[src/rtl/fp_normalizer.sv]
// Post-normalisation stage: shifts a raw add/sub result left until the leading one
// reaches bit 23, then presents a packed single-precision value through a valid/ready handshake.
//
//   state | meaning
//   IDLE  | waiting for a raw result; IN_READY high
//   NORM  | shifting left up to STEP positions per cycle
//   HOLD  | result presented; waiting for OUT_READY
module fp_normalizer #(
    parameter int STEP = 4
) (
    input  logic        FPUCLK,
    input  logic        FPURST,
    input  logic        IN_VALID,
    output logic        IN_READY,
    input  logic        IN_SIGN,
    input  logic [7:0]  IN_EXP,
    input  logic [23:0] IN_MANT,
    output logic        OUT_VALID,
    input  logic        OUT_READY,
    output logic [31:0] OUT,
    output logic        OUT_ZERO,
    output logic        OUT_UF,
    output logic        BUSY
);

    typedef enum logic [1:0] {
        IDLE,
        NORM,
        HOLD
    } state_t;

    localparam logic [4:0] STEP_W = 5'(STEP);

    state_t      state, state_nxt;
    logic        sign_q, sign_nxt;
    logic [7:0]  exp_q, exp_nxt;
    logic [23:0] mant_q, mant_nxt;
    logic [31:0] out_q, out_nxt;
    logic        zero_q, zero_nxt;
    logic        uf_q, uf_nxt;

    logic [4:0]  lz;
    logic [4:0]  k;
    logic [7:0]  exp_dec;
    logic [23:0] mant_shl;

    // Highest set bit wins; an all-zero input never reaches NORM.
    function automatic logic [4:0] lead_zeros(input logic [23:0] m);
        logic [4:0] n;
        n = 5'd24;
        for (int i = 0; i < 24; i++) begin
            if (m[i]) n = 5'(23 - i);
        end
        return n;
    endfunction

    always_comb begin
        lz       = lead_zeros(mant_q);
        k        = (lz > STEP_W) ? STEP_W : lz;
        exp_dec  = exp_q - {3'b000, k};
        mant_shl = mant_q << k;
    end

    always_comb begin
        state_nxt = state;
        sign_nxt  = sign_q;
        exp_nxt   = exp_q;
        mant_nxt  = mant_q;
        out_nxt   = out_q;
        zero_nxt  = zero_q;
        uf_nxt    = uf_q;
        case (state)
            IDLE: begin
                if (IN_VALID) begin
                    sign_nxt = IN_SIGN;
                    exp_nxt  = IN_EXP;
                    mant_nxt = IN_MANT;
                    zero_nxt = 1'b0;
                    uf_nxt   = 1'b0;
                    if (IN_EXP == 8'hFF) begin
                        out_nxt   = {IN_SIGN, IN_EXP, IN_MANT[22:0]};
                        state_nxt = HOLD;
                    end else if (IN_MANT == 24'd0) begin
                        out_nxt   = {IN_SIGN, 31'd0};
                        zero_nxt  = 1'b1;
                        state_nxt = HOLD;
                    end else if (IN_MANT[23]) begin
                        out_nxt   = {IN_SIGN, IN_EXP, IN_MANT[22:0]};
                        state_nxt = HOLD;
                    end else begin
                        state_nxt = NORM;
                    end
                end
            end
            NORM: begin
                // Exponent would reach zero or below: flush rather than produce a denormal.
                if (exp_q <= {3'b000, k}) begin
                    out_nxt   = {sign_q, 31'd0};
                    zero_nxt  = 1'b1;
                    uf_nxt    = 1'b1;
                    state_nxt = HOLD;
                end else begin
                    exp_nxt  = exp_dec;
                    mant_nxt = mant_shl;
                    if (lz <= STEP_W) begin
                        out_nxt   = {sign_q, exp_dec, mant_shl[22:0]};
                        state_nxt = HOLD;
                    end
                end
            end
            HOLD: begin
                if (OUT_READY) state_nxt = IDLE;
            end
            default: state_nxt = IDLE;
        endcase
    end

    always_ff @(posedge FPUCLK) begin
        if (FPURST) begin
            state  <= IDLE;
            sign_q <= 1'b0;
            exp_q  <= 8'd0;
            mant_q <= 24'd0;
            out_q  <= 32'd0;
            zero_q <= 1'b0;
            uf_q   <= 1'b0;
        end else begin
            state  <= state_nxt;
            sign_q <= sign_nxt;
            exp_q  <= exp_nxt;
            mant_q <= mant_nxt;
            out_q  <= out_nxt;
            zero_q <= zero_nxt;
            uf_q   <= uf_nxt;
        end
    end

    assign IN_READY  = (state == IDLE) & ~FPURST;
    assign OUT_VALID = (state == HOLD);
    assign BUSY      = (state != IDLE);
    assign OUT       = out_q;
    assign OUT_ZERO  = zero_q;
    assign OUT_UF    = uf_q;

endmodule
[config.mk]
export PLATFORM = sky130hd
export DESIGN_NAME = fp_normalizer
export DESIGN_NICKNAME = d
export VERILOG_FILES = /design/src/rtl/fp_normalizer.sv
export SDC_FILE = /design/constraint.sdc
export NUM_CORES = 1
export LEC_CHECK = 0
export CORE_MARGIN = 2
export CORE_UTILIZATION = 54
export CTS_CLUSTER_SIZE = 10
export DETAILED_ROUTE_END_ITERATION = 8
export PLACE_DENSITY = 0.85
export SYNTH_ARGS = -nofsm -noshare
export SYNTH_HDL_FRONTEND = slang
export SYNTH_SLANG_ARGS = --single-unit
export TNS_END_PERCENT = 5
[constraint.sdc]
create_clock -name FPUCLK -period 3.7 [get_ports FPUCLK]
set_input_delay 0.555 -clock FPUCLK [delete_from_list [all_inputs] [get_ports FPUCLK]]
set_output_delay 0.555 -clock FPUCLK [all_outputs]
set_load 0.05 [all_outputs]
# After elaboration in Yosys (flattened, before gate mapping)
# Cells that the tools add are included.
[totals]
regBits = 69
in_bits = 37
out_inout_bits = 37
wordCells = 85
[classes]
add_sub_neg = 1
magnitude_cmp = 3
eq_ne = 9
shifts = 1
muxes = 53
bitwise = 2
reduce_logical = 9
[op_table]
columns = ["cell", "n"]
rows = [
  ["2-to-1 mux 32 bit", 6],
  ["2-to-1 mux 5 bit", 24],
  ["one-hot mux 32 bit (2 select lines)", 1],
  ["2-to-1 mux 24 bit", 2],
  ["one-hot mux 24 bit (2 select lines)", 1],
  ["logical NOT 24 bit", 1],
  ["<< shifter 24 x 5 -> 24 bit", 1],
  ["2-to-1 mux 8 bit", 2],
  ["one-hot mux 8 bit (2 select lines)", 1],
  ["2-to-1 mux 2 bit", 7],
  ["AND reduction 3 bit", 3],
  ["equality test 8 bit, second input constant", 1],
  ["less-or-equal comparator 8 x 5 -> 1 bit", 1],
  ["subtractor 8 x 5 -> 8 bit", 1],
  ["inequality test 2 bit, second input constant", 3],
  ["one-hot mux 2 bit (3 select lines)", 1],
  ["> comparator 5 x 3 -> 1 bit, second input constant", 1],
  ["less-or-equal comparator 5 x 3 -> 1 bit, second input constant", 1],
  ["2-to-1 mux 1 bit", 5],
  ["2-to-1 mux 4 bit", 1],
  ["inequality test 4 bit, second input constant", 1],
  ["one-hot mux 1 bit (2 select lines)", 2],
  ["AND reduction 4 bit", 1],
  ["nonzero test 2 bit", 2],
  ["other kinds (8)", 8],
]

# Depth between registers and ports, before layout
[depth]
word_depth = 30
ltp_mapped = 14
depth_no_buf = 11

# Worst setup path before layout
# Ideal clock, no wire load.
[synth_timing]
path_kind = "register to register"
startpoint = "register mant_q[23]"
endpoint = "register out_q[5], in the netlist OUT[5]"
setup_ns = 0.091
t_arrival_ns = 3.017
t_required_ns = 3.609
slack_ns = 0.592
path_stages_with_launch = 13
path_buffers = 3
period_less_slack_ns = 3.108
cell_sequence = "dfxtp_1 -> nor4_4 -> inv_1 -> clkbuf_1 -> ha_1 -> nor2b_1 -> o31a_1 -> o21a_1 -> buf_2 -> a211oi_4 -> buf_6 -> nor2_1 -> a311oi_1"
[synth_via]
elab_chain_cells = 7
elab_cells_between_ends = 11
cone_classes = "order compare: 3; eq/ne: 1; shift: 1; mux: 5; reduce/logical: 1"
[synth_rtl]
columns = ["element", "line_no", "rtl"]
rows = [
  ["start, declared", "37", "logic [23:0] mant_q, mant_nxt;"],
  ["start signal, assigned", "131", "mant_q <= mant_nxt;"],
  ["2-to-1 mux 5 bit", "52", "if (m[i]) n = 5'(23 - i);"],
  ["> comparator 5 x 3 -> 1 bit", "59", "k = (lz > STEP_W) ? STEP_W : lz;"],
  ["2-to-1 mux 5 bit", "59", ""],
  ["<< shifter 24 x 5 -> 24 bit", "61", "mant_shl = mant_q << k;"],
  ["2-to-1 mux 32 bit", "105", "if (lz <= STEP_W) begin"],
  ["2-to-1 mux 32 bit", "97", "if (exp_q <= {3'b000, k}) begin"],
  ["one-hot mux 32 bit (2 select lines)", "72", "case (state)"],
  ["end signal, assigned", "132", "out_q <= out_nxt;"],
  ["end, declared", "38", "logic [31:0] out_q, out_nxt;"],
]
# Several ways; a longest one is shown, not always the timed one. The select of a mux whose other input is x is not followed.
# A chain may end at the register's enable or synchronous reset.

# Worst setup path after layout
[layout_timing]
startpoint = "register mant_q[21]"
endpoint = "register out_q[24], in the netlist OUT[24]"
[layout_via]
elab_chain_cells = 9
elab_cells_between_ends = 13
cone_classes = "add/sub: 1; order compare: 3; eq/ne: 1; mux: 7; reduce/logical: 1"
[layout_rtl]
columns = ["element", "line_no", "rtl"]
rows = [
  ["2-to-1 mux 5 bit * (3 in a row)", "52", ""],
  ["> comparator 5 x 3 -> 1 bit", "59", ""],
  ["2-to-1 mux 5 bit", "59", ""],
  ["subtractor 8 x 5 -> 8 bit", "60", "exp_dec = exp_q - {3'b000, k};"],
  ["2-to-1 mux 32 bit", "105", ""],
  ["2-to-1 mux 32 bit", "97", ""],
  ["one-hot mux 32 bit (2 select lines)", "72", ""],
]
# Mark *: on every way between the ends. The rest lies on a longest branch, timed or not. The select of a mux whose other input is x is not followed.

==> reports/metrics.yaml <==
power:
  power_frac_comb_pct: 42.3
  switching_share_pct: 42.6
  p_sw_uw: 1140
  powerDensity_nw_per_um2: 503
  clkPwrFrac_pct: 23.3
  seqPwrFrac_pct: 34.5
  p_int_uw: 1540
  vdd_ir_drop_max_mv: 0.232
  p_leak_uw: 0.00195
finish:
  multiInputGateArea_um2: 2690
  fillers: 657
  layout-drive-gt1-share_pct: 6.89
  syn_to_final_growth_pct: 23.5
  antenna_cells: 0
  nets: 678
  regArea_um2: 1380
synth:
  seq_area_frac_synth_pct: 32.0
  synth_area_leaders: "dfxtp_1, nor2_1, a211oi_1, o21ai_0, a311oi_1"
  syn_avg_cell_area_um2: 7.52
  synth-edff-count: 0
  synth-seq-cells: 69
  synth_area_um2: 4320
  synthFlopType: "dfxtp_1"
  yosys.area.top_type: "dfxtp_1"
  async_flop_share_pct: 0
  synth_cells: 575
  ys_types: 55
  yosysTopAreaCellShare_pct: 32.0
  yosys_warnings: 0
clock_network:
  cts_resized: 0
  postCtsHoldBufs: 0
  postCtsSetupRepairBufs: 0
  clkLatencyLatePin_ns: 0.35
  clock_tree.buffer_depth: 2
  cts.clk_slew.worst_paths_ns: 0.08
  cts_tree: "done"
  htree_levels: 3
  cts_root_buffer: "clkbuf_8"
  cts.sinks: 69
  cts-buffers-inserted: 9
floorplanning:
  die_h_um: 93.5
  fp.coreArea_um2: 7730
  initial_core_util_pct: 55.9
  io_pins: 74
  dieArea_um2: 8740
  dieWidth_um: 93.5
  fp-row-count: 32
placed_design:
  dp_hpwl_mm: 10.4
  io_buffer_count: 73
  place_congestion: 0.971
detailed_routing:
  drt_wl_total_mm: 14.7
  ant_nets: 0
  via_per_inst: 6.68
  routedWlPerCell_um: 19.9
  drtIter0Drc: 675
  remaining_drc_errors: 0
  vias: 4948
  dr.pass1.iters: 5
grt:
  antenna_found_initial: 0
  grt_pass1_vias: 4674
  grt_max_degree: 70
  grt_pass1_wl_mm: 23.1
  grt_usage_pct: 34.0
  overflow: 0
sta:
  max_freq_mhz: 285
  hold_slack_ns: 0.458
  fin_worst_skew_ns: 0.00796
  hold_violations: 0
  tightest_slew_ns: 1.16
  rsz0062_at_grt: "false"
  setup_viol: 0
  tns_ns: 0
  fin_crit_ns: 3.51
  slew-limit-headroom_pct: 22.8
  slew_violations: 0
  period_share_pct: 95.0
worst_setup_path:
  worstSetupPathType: "flop to flop"
  crit_required_ns: 3.95
  crit_fanout: 38
  critPathArrivalTime_ns: 3.77
  endpoint_kind: "flop"
  cp-start-kind: "flop"
min_path:
  hp-class: "flop to flop"
run:
  drv_cap: 0
outcome:
  status: "finished clean"
==> worst max-delay path, cell delays in order (launching register included) <==
cell,delay (ns)
dfxtp_1,0.66
nor2_1,0.18
nor3_1,0.50
inv_1,0.28
ha_1,0.38
a41oi_1,0.14
o21a_1,0.26
a211oi_4,0.29
buf_4,0.38
nor2_1,0.08
a211oi_1,0.25
==> Yosys cell counts (3+ instances only) <==
cell type / n
clkbuf_1: 30
a22oi_1: 14
o21a_1: 7
o221ai_1: 3
nor4_1: 9
nor3_1: 24
nand2_1: 37
buf_4: 3
a32oi_1: 4
nand3_1: 25
a311oi_1: 22
o21bai_1: 5
or3_1: 4
o211ai_1: 4
a221oi_1: 7
a211oi_1: 37
o31a_1: 5
dfxtp_1: 69
o21ai_0: 40
mux2i_1: 18
nand4_1: 4
o22ai_1: 3
inv_1: 15
buf_2: 9
a31oi_1: 5
nor2_1: 92
a21oi_1: 32
nor2b_1: 10
ha_1: 5
==> sequential cells by signal (all words and copies together) (netlist names) <==
name / count
exp_q: 8
mant_q: 24
OUT_UF: 1
sign_q: 1
state: 2
OUT_ZERO: 1
OUT: 32
==> metal layers <==
metal  vias to the layer above  GRT usage [%]  wire length, um
met1                      2250           42.2             5690
met5                         -              0                0
li1                       2292              -                -
met2                       326           54.9             6730
met3                        80           5.80             1400
met4                         0           20.6              936
==> layout make-up <==
type                    instances  share of cell area (%)
multi-input cells             446                    50.4
repair buffers                 94                    16.8
well taps                     102                    2.39
clock buffers                   9                    2.32
clock inverters                 6                    1.20
flip-flops and latches         69                    25.9
inverters                      15                    1.05
==> kinds of logic (layout without fill, tap and decap cells) <==
kind of cell	Yosys count	count (layout)	synth area share, %
and+or+nand+nor	213	213	22.4
AOI/OAI and AO/OA	206	206	33.2
DFF	69	69	32.0
buffers and inverters	61	124	6.02
muxes	18	18	4.17
adders and majority gates	6	6	1.91
other	1	2	0.0867
xor gates and xnor gates	1	1	0.203
==> per-stage QoR <==
step	area (um2)	setup WS (ns)	util, %	instances	total power, uW
finish	5340	0.186	69.1	741	2690
global route	5340	0.00699	69.1	741	2820
CTS	5340	0.272	69.1	741	2660
detailed placement	5150	0.327	66.6	726	2040
global placement	5150	0.488	66.6	726	2030
floorplan	4330	0.592	-	576	1690
==> power groups by stage <==
stage                     Clock [uW]  Sequential [uW]  Combinational, uW
after detailed placement           0              939               1100
final                            625              926               1140
after floorplan                    0             1040                651
after global placement             0              936               1090
after CTS                        622              923               1110
after global routing             665              938               1220
==> worst paths after layout <==
check | from | end | slack (ns) | depth (start not counted)
worst max-delay path | mant_q[21] | OUT[24] | 0.19 | 10
worst min-delay path | sign_q | sign_q | 0.46 | 2
worst min register to register | sign_q | sign_q | 0.46 | 2
worst max register to register | mant_q[21] | OUT[24] | 0.19 | 10
==> placed cells by master, fill, tap and decap left out, drive strengths merged, types with 2 or more instances in the layout <==
master	count
a211oi	38
a21boi	2
a21oi	32
a221oi	7
a22oi	14
a311oi	22
a31oi	5
a32oi	4
a41oi	2
buf	22
clkbuf	9
clkdlybuf4s50	72
clkinv	2
clkinvlp	2
conb	2
dfxtp	69
ha	5
inv	16
mux2i	18
nand2	37
nand3	25
nand4	4
nor2	93
nor2b	10
nor3	24
nor3b	2
nor4	10
o211ai	4
o21a	7
o21ai	42
o21ba	2
o21bai	5
o221ai	3
o22ai	3
o31a	5
o41ai	2
or3	4
Power figures use the tool's default switching activity.
